**config.mk**
```make
export PLATFORM = sky130hd
export DESIGN_NAME = usb_rx_ctrl
export DESIGN_NICKNAME = d
export VERILOG_FILES = /design/src/rtl/usb_rx_ctrl.sv
export SDC_FILE = /design/constraint.sdc
export NUM_CORES = 1
export LEC_CHECK = 0
export CAP_MARGIN = 20
export CELL_PAD_IN_SITES_DETAIL_PLACEMENT = 0
export CELL_PAD_IN_SITES_GLOBAL_PLACEMENT = 1
export CORE_UTILIZATION = 43
export DETAILED_ROUTE_END_ITERATION = 8
export HOLD_SLACK_MARGIN = 0.1
export PLACE_DENSITY = 0.76
export SLEW_MARGIN = 20
export SYNTH_ARGS = -nofsm -noshare
export SYNTH_HDL_FRONTEND = slang
export SYNTH_SLANG_ARGS = --single-unit
```
**constraint.sdc**
```tcl
create_clock -name clk -period 2.2 [get_ports clk]
set_input_delay 0.44 -clock clk [delete_from_list [all_inputs] [get_ports clk]]
set_output_delay 0.44 -clock clk [all_outputs]
set_load 0.02 [all_outputs]
```
**src/rtl/usb_rx_ctrl.sv**
```systemverilog
// usb_rx_ctrl: full-speed USB receive controller (SYNC, NRZI decode, bit-unstuff, bytes, EOP).
// Define USB_RX_STUFF_ERR_EN to treat a 1 in a stuffed bit position as a packet error.
module usb_rx_ctrl #(
    parameter int SYNC_MIN_ZEROS = 5,
    parameter int IDLE_J_BITS    = 7
) (
    input  logic       clk,
    input  logic       rst,
    input  logic       rx_bit,
    input  logic       rx_pulse,
    input  logic       rx_se0,
    output logic [7:0] rx_data,
    output logic       rx_valid,
    output logic       rx_active,
    output logic       rx_eop,
    output logic       rx_error
);
    typedef enum logic [2:0] {S_IDLE, S_SYNC, S_DATA, S_EOP, S_ERROR} state_t;

    localparam int            JW       = $clog2(IDLE_J_BITS + 1);
    localparam logic [2:0]    SYNC_MIN = 3'(SYNC_MIN_ZEROS);
    localparam logic [JW-1:0] J_LAST   = JW'(IDLE_J_BITS - 1);

    state_t        state;
    logic          last_level;
    logic [2:0]    zero_cnt;
    logic [2:0]    ones_cnt;
    logic [2:0]    bit_cnt;
    logic [2:0]    se0_cnt;
    logic [JW-1:0] j_cnt;
    logic [7:0]    shreg;

    logic          decoded;
    logic [7:0]    shreg_next;
    logic          stuff_err;
    logic          go_error;

    assign decoded    = (rx_bit == last_level);
    assign shreg_next = {decoded, shreg[7:1]};

`ifdef USB_RX_STUFF_ERR_EN
    assign stuff_err = (ones_cnt == 3'd6) && decoded;
`else
    assign stuff_err = 1'b0;
`endif

    // Every abort condition is gathered here so the sequencer has one error-entry path.
    always_comb begin
        go_error = 1'b0;
        case (state)
            S_SYNC:  go_error = rx_se0 || (decoded && (zero_cnt < SYNC_MIN));
            S_DATA:  go_error = rx_se0 ? (bit_cnt != 3'd0) : stuff_err;
            S_EOP:   go_error = rx_se0 ? (se0_cnt == 3'd3) : !rx_bit;
            default: go_error = 1'b0;
        endcase
    end

    // NOTE: all state and outputs use non-blocking assignments so every branch sees pre-edge values.
    always_ff @(posedge clk) begin
        if (rst) begin
            state      <= S_IDLE;
            last_level <= 1'b1;
            zero_cnt   <= '0;
            ones_cnt   <= '0;
            bit_cnt    <= '0;
            se0_cnt    <= '0;
            j_cnt      <= '0;
            shreg      <= '0;
            rx_data    <= '0;
            rx_valid   <= 1'b0;
            rx_active  <= 1'b0;
            rx_eop     <= 1'b0;
            rx_error   <= 1'b0;
        end else begin
            rx_valid <= 1'b0;
            rx_eop   <= 1'b0;
            rx_error <= 1'b0;
            if (rx_pulse) begin
                if (!rx_se0) begin
                    last_level <= rx_bit;
                end
                if (go_error) begin
                    state     <= S_ERROR;
                    rx_active <= 1'b0;
                    rx_error  <= 1'b1;
                    j_cnt     <= '0;
                end else begin
                    case (state)
                        S_IDLE: begin
                            if (!rx_se0 && !rx_bit) begin
                                state     <= S_SYNC;
                                zero_cnt  <= 3'd1;
                                rx_active <= 1'b1;
                            end
                        end
                        S_SYNC: begin
                            if (!decoded) begin
                                if (zero_cnt != 3'd7) begin
                                    zero_cnt <= zero_cnt + 3'd1;
                                end
                            end else begin
                                state    <= S_DATA;
                                ones_cnt <= 3'd1;
                                bit_cnt  <= 3'd0;
                            end
                        end
                        S_DATA: begin
                            if (rx_se0) begin
                                state   <= S_EOP;
                                se0_cnt <= 3'd1;
                            end else if (ones_cnt == 3'd6) begin
                                ones_cnt <= 3'd0;
                            end else begin
                                shreg    <= shreg_next;
                                ones_cnt <= decoded ? ones_cnt + 3'd1 : 3'd0;
                                bit_cnt  <= bit_cnt + 3'd1;
                                if (bit_cnt == 3'd7) begin
                                    rx_data  <= shreg_next;
                                    rx_valid <= 1'b1;
                                end
                            end
                        end
                        S_EOP: begin
                            if (rx_se0) begin
                                se0_cnt <= se0_cnt + 3'd1;
                            end else begin
                                state      <= S_IDLE;
                                rx_eop     <= 1'b1;
                                rx_active  <= 1'b0;
                                last_level <= 1'b1;
                            end
                        end
                        S_ERROR: begin
                            if (rx_bit && !rx_se0) begin
                                if (j_cnt == J_LAST) begin
                                    state      <= S_IDLE;
                                    j_cnt      <= '0;
                                    last_level <= 1'b1;
                                end else begin
                                    j_cnt <= j_cnt + 1'b1;
                                end
                            end else begin
                                j_cnt <= '0;
                            end
                        end
                        default: state <= S_IDLE;
                    endcase
                end
            end
        end
    end
endmodule

```
==> impl_metrics.ini <==
[worst_setup_path]
path_max_fanout = 6
reg2reg_to = j_cnt[1]$_SDFFE_PP0P_
crit_chain = clkdlybuf4s50_1, buf_4, a2bb2oi_2, o211a_1, o21ai_0, a311oi_1
end_kind = flip-flop
critPathBufInv = 2
critPathKind = primary input to flip-flop
rrSetupSlack_ps = 240
reg2regPathDepth = 7
cp.required_ps = 2400
slowest_stage = clkdlybuf4s50_1
crit_arrival_ps = 2180
path_delay_family = compound AO/OA/AOI/OAI gates
rr_startpoint = se0_cnt[0]$_SDFFE_PP0P_
cpPeakStageDelay_ps = 570
worstSetupStartpointType = primary input

[clock_network]
cts_made_buffers = 5
cts_root_buffer = clkbuf_8
htreeDepth = 2
postCtsHoldBufs = 0
clock_latency_ps = 290
clock_path_buffers = 2
clock_sinks = 38
cts_resized = 0
clk_pin_slew_ps = 80
postCtsSetupRepairBufs = 0
cts_tree = built

[final_layout]
post_route_cells_drive_above_1_share = 0.181
area_delta_synth_final_pct = 23.8
fin_cells = 322
nets = 283
layout.cells.most_common_list = 41 x nand2_1, 38 x dfxtp_1, 30 x a21oi_1
antenna_cells = 0
finish.utilization = 0.562
layout_commonest_cell = nand2_1

[logic_synthesis]
synthCells = 235
async_flop_share = 0
ys_seq_elements = 38
synth_cell_types = 54
yosysWarnings = 0
synth-edff-count = 0
synth_flop_cell = dfxtp_1
synth_fa_ha_area_frac = 0.0559
synth_xor_area_frac = 0.0137
yosys.area.top_type = dfxtp_1
ys_top_cells_by_area = dfxtp_1 38%, nand2_1 7.6%, a21oi_1 7.4%
yosysSeqAreaShare = 0.377
netlist_area_sq_um = 2020
synth-compound-area-share = 0.240
synth-simple-area-share = 0.258
synth_top_family_by_area = simple AND/OR/NAND/NOR gates
muxShareOfSynthArea = 0.00497
synth_top_area_frac = 0.377
synth_area_per_cell_sq_um = 8.58
syn_nets = 249

[timing]
timing.slew.headroom = 0.631
skew_ps = 10.6
max_freq_ghz = 0.506
min_period_ps = 1980
rsz0062_at_grt = no
setup_viol = 0
timing.final.max_slew_violations = 0
worstMarginPinSlew_ps = 552
finalCritPeriodShare = 0.899
hold_viol_final = 0

[grt]
antenna_found_initial = 0
track_usage = 0.197
overflow = 0
first_global_vias = 1663
grt_max_degree = 34
grt_pass1_wl_um = 7850

[die]
die_y_um = 70.5
dieWidth_um = 70.5
die_area_sq_um = 4970
boundaryPins = 17
std_cell_rows = 24
start_util = 0.454
core_area_sq_um = 4440

[outcome]
status = complete, but fails checks
violations = design-rule violations

[drt]
vias = 1742
ant_nets = 0
viasPerCell = 5.41
remaining_drc_errors = 2
drtPass1Iterations = 6
post_drt_wl_per_cell_um = 13.5
drt_first_iter_violations = 122
wirelength_um = 4340

[min_path]
worstHoldEndpoint = se0_cnt[2]$_SDFFE_PP0P_
worstHoldStart = se0_cnt[2]$_SDFFE_PP0P_
hold_class = flip-flop to flip-flop
holdPathStages = 2

[place]
port_buffers = 16
hpwlAfterDp_um = 3200
gp_congestion = 0.868
place_inst = 314

[power_and_ir_drop]
p_total_mw = 1.60
p_leak_nw = 0.908
ir_drop_mv = 0.286
power_density_nw_per_um2 = 643

[flow_run]
maxCapViolCount = 0
-- metrics by stage --
step	TNS (ps)	hold slack, ps	instance area, sq um	setup slack (ps)
after floorplan	0	432	2020	415
after global placement	-274	443	2360	-73.8
after detailed placement	-267	447	2360	-48.7
after CTS	0	458	2500	220
after global routing	0	474	2500	91.3
final	0	454	2500	222
-- synth_stat cells (2+ instances only) --
cell / instances
a21oi_1: 30
a311oi_1: 3
a31oi_1: 2
buf_4: 5
clkbuf_1: 7
dfxtp_1: 38
ha_1: 9
inv_1: 7
nand2_1: 41
nand2b_1: 4
nand3_1: 14
nand3b_1: 2
nand4_1: 3
nor2_1: 10
nor2b_1: 3
nor3_1: 5
nor3b_1: 2
nor3b_2: 2
o21ai_0: 11
o31ai_1: 2
or2b_1: 2
-- power breakdown --
group | switching (mW) | internal (mW)
clock network | 0.255 | 0.454
registers | 0.0157 | 0.696
logic | 0.0972 | 0.0851
total | 0.368 | 1.24
-- cells by family (layout without fill, tap and decap cells) --
| kind of cell | Yosys count | in the layout |
|---|---|---|
| AO/OA/AOI/OAI | 67 | 67 |
| XOR/XNOR | 1 | 1 |
| adder cells (fa/ha/maj) | 9 | 9 |
| buffers and inverters | 20 | 55 |
| flip-flops | 38 | 38 |
| multiplexers | 1 | 1 |
| AND/OR/NAND/NOR | 99 | 99 |
-- worst max-delay path by stage --
stage	start	endpoint	slack [ps]	depth (start not counted)
5_1_grt	se0_cnt[0]$_SDFFE_PP0P_	j_cnt[1]$_SDFFE_PP0P_	90	7
4_1_cts	bit_cnt[0]$_SDFFE_PP0P_	rx_active$_SDFFE_PP0P_	220	7
6_report	rx_bit	j_cnt[1]$_SDFFE_PP0P_	220	6
3_3_place_gp	rx_bit	j_cnt[1]$_SDFFE_PP0P_	-70	6
2_1_floorplan	bit_cnt[0]$_SDFFE_PP0P_	rx_active$_SDFFE_PP0P_	410	7
3_5_place_dp	rx_bit	j_cnt[1]$_SDFFE_PP0P_	-50	6
-- sequential cells by signal (all words and copies together), names as in the netlist --
signal and flops:
rx_data 8, shreg 7, bit_cnt 3, j_cnt 3
ones_cnt 3, se0_cnt 3, state 3, zero_cnt 3
last_level 1, rx_active 1, rx_eop 1, rx_error 1
rx_valid 1
-- metal layers --
| metal | vias up | global-route usage | part of all wire |
|---|---|---|---|
| met5 | - | 0 | 0 |
| met4 | 0 | 0.0544 | 0.011 |
| met3 | 5 | 0.0303 | 0.027 |
| met2 | 25 | 0.310 | 0.47 |
| met1 | 799 | 0.279 | 0.49 |
| li1 | 913 | - | - |
-- worst reg2reg max path: cells and delay by family (launching register included) --
| family | cells | cell delay, ps |
|---|---|---|
| DFF | 1 | 330 |
| adders and majority gates | 2 | 360 |
| AOI/OAI and AO/OA | 4 | 1000 |
| and+or+nand+nor | 1 | 170 |
-- final cells by class --
| type | instances | area, sq um |
|---|---|---|
| fill | 430 | 1950 |
| multi-input combinational | 177 | 1150 |
| sequential | 38 | 761 |
| timing repair buffer | 40 | 353 |
| clock buffer | 5 | 68.8 |
| clock inverter | 3 | 68.8 |
| tap | 52 | 65.1 |
| inverter | 7 | 26.3 |
(Power assumes the default switching activity.)
==> RTL edit (config.mk and constraints unchanged) <==
Re-encode `state_t` (5 states) as one-hot, 5 bits wide.
--- a/src/rtl/usb_rx_ctrl.sv
+++ b/src/rtl/usb_rx_ctrl.sv
@@ -17,3 +17,3 @@
 );
-    typedef enum logic [2:0] {S_IDLE, S_SYNC, S_DATA, S_EOP, S_ERROR} state_t;
+    typedef enum logic [4:0] {S_IDLE = 5'b00001, S_SYNC = 5'b00010, S_DATA = 5'b00100, S_EOP = 5'b01000, S_ERROR = 5'b10000} state_t;
 
Behaviour: same outputs for any inputs over 10 cycles, from zero or initial values and one cycle with rst high; not proved beyond that.
==> RTL edit against the original RTL <==
Sequential share of layout area up 1.3 points. Routed wire length up 10%. Sequential power up 3.9%. Design area up 1.2%. Power down 7.3%. Sequential cell count up 2. Synthesized area down 1.7%. Synthesized cell count down 4.3%. Worst setup slack worse by 0.12 ns. Critical endpoint is now state[0]. Largest power group unchanged.
==> RTL edit: results (changes against the original RTL) <==
status finished, final reports clean; Max stage delay on crit path 0.49 ns (-0.08 ns); fin nets 280 (-1.1%); arrival time worst endpoint 2.32 ns (+0.14 ns); clock network power share 41.1% (-3.1 points); clock sink total 40 (+5.3%); Sw Pwr 356 uW (-3.3%); P_leak 0.988 nW (+8.8%); DP HPWL 3.62 mm (+13%); register area share after synthesis 40.4% (+2.7 points); Post-Synth XOR/XNOR Area 0.821% (-0.54 points); WL met3 227 um (+91%); top post-synthesis cells by area dfxtp_1 40%, ha_1 5.7%, mux2i_1 5.1%; Hold Startpoint rx_data[5]; drt first pass iters 4 (-2); WL/cell 15.0 um (+11%); vias in the first global route 1665 (+0.12%); area fraction in compound gates after synthesis 20.2% (-3.8 points); CP top delay family buffers and inverters; maximum vdd ir drop 0.308 mV (+7.6%); Multi-input gate area 0.00113 mm2 (-1.8%); number of distinct library cells after synthesis 52 (-3.7%); Signal buf overhead 14.9% (+0.73 points); Via Count 1809 (+3.8%); mux share of post-synthesis cell area 6.38% (+5.9 points); fraction of area in registers 31.8% (+1.3 points); Global Route Usage Sum 19.5% (-0.16 points); fin cells 319 (-0.93%); GRT met2 Usage 31.1% (+0.13 points); Clock Skew 0.00572 ns (-0.00493 ns); Worst R2R End state[3]; syn_area_per_cell 8.80 um2 (+2.6%); met1 GRT Util 26.8% (-1.0 points); Non-CTS buffers 43 (+7.5%); DRT met1 WL 2.25 mm (+5.0%); Detail Route met2 WL 2.27 mm (+12%); Least-Margin Pin Slew 0.617 ns (+0.0644 ns); layout cells sized above 1 18.7% (+0.58 points); met3 GRT Util 4.18% (+1.2 points); largest registers rx_data (8), shreg (7), state (5); largest net degree at the start of global routing 21 (-38%); Worst Reg-to-Reg Cells 9 (+2); number of fillers in the final layout 405 (-5.8%); Worst Hold End rx_data[5]; clk cell area share 4.61% (-0.91 points)
RTL edit: cell count changes after synthesis, moves of 3 or more:
cell / change
a21oi_1: -11
and3_1: +3
buf_2: +4
buf_4: -5
mux2i_1: +9
nand2_1: -16
nand2b_1: -3
nor2_1: +9
o211ai_1: +3
o21ai_0: -6
or3_1: +3
RTL edit: worst max path at each step:
stage               slack, ns          end        from
floorplan                0.20  ones_cnt[1]  se0_cnt[0]
global placement        -0.15     state[0]      rx_se0
detailed placement      -0.18  ones_cnt[1]      rx_bit
CTS                       0.1     state[0]  se0_cnt[0]
global route           -0.006     state[3]      rx_se0
finish                   0.10     state[0]      rx_se0
RTL edit: through the flow:
stage	hold slack, ns	setup WS [ns]	utilization [%]	TNS, ns	area, um2
floorplan	0.443	0.201	-	0	1980
global placement	0.442	-0.149	54.0	-1.40	2370
detailed placement	0.445	-0.184	54.0	-2.34	2370
CTS	0.458	0.0959	56.6	0	2480
global route	0.478	-0.00638	57.6	-0.00638	2520
finish	0.457	0.102	57.6	0	2520
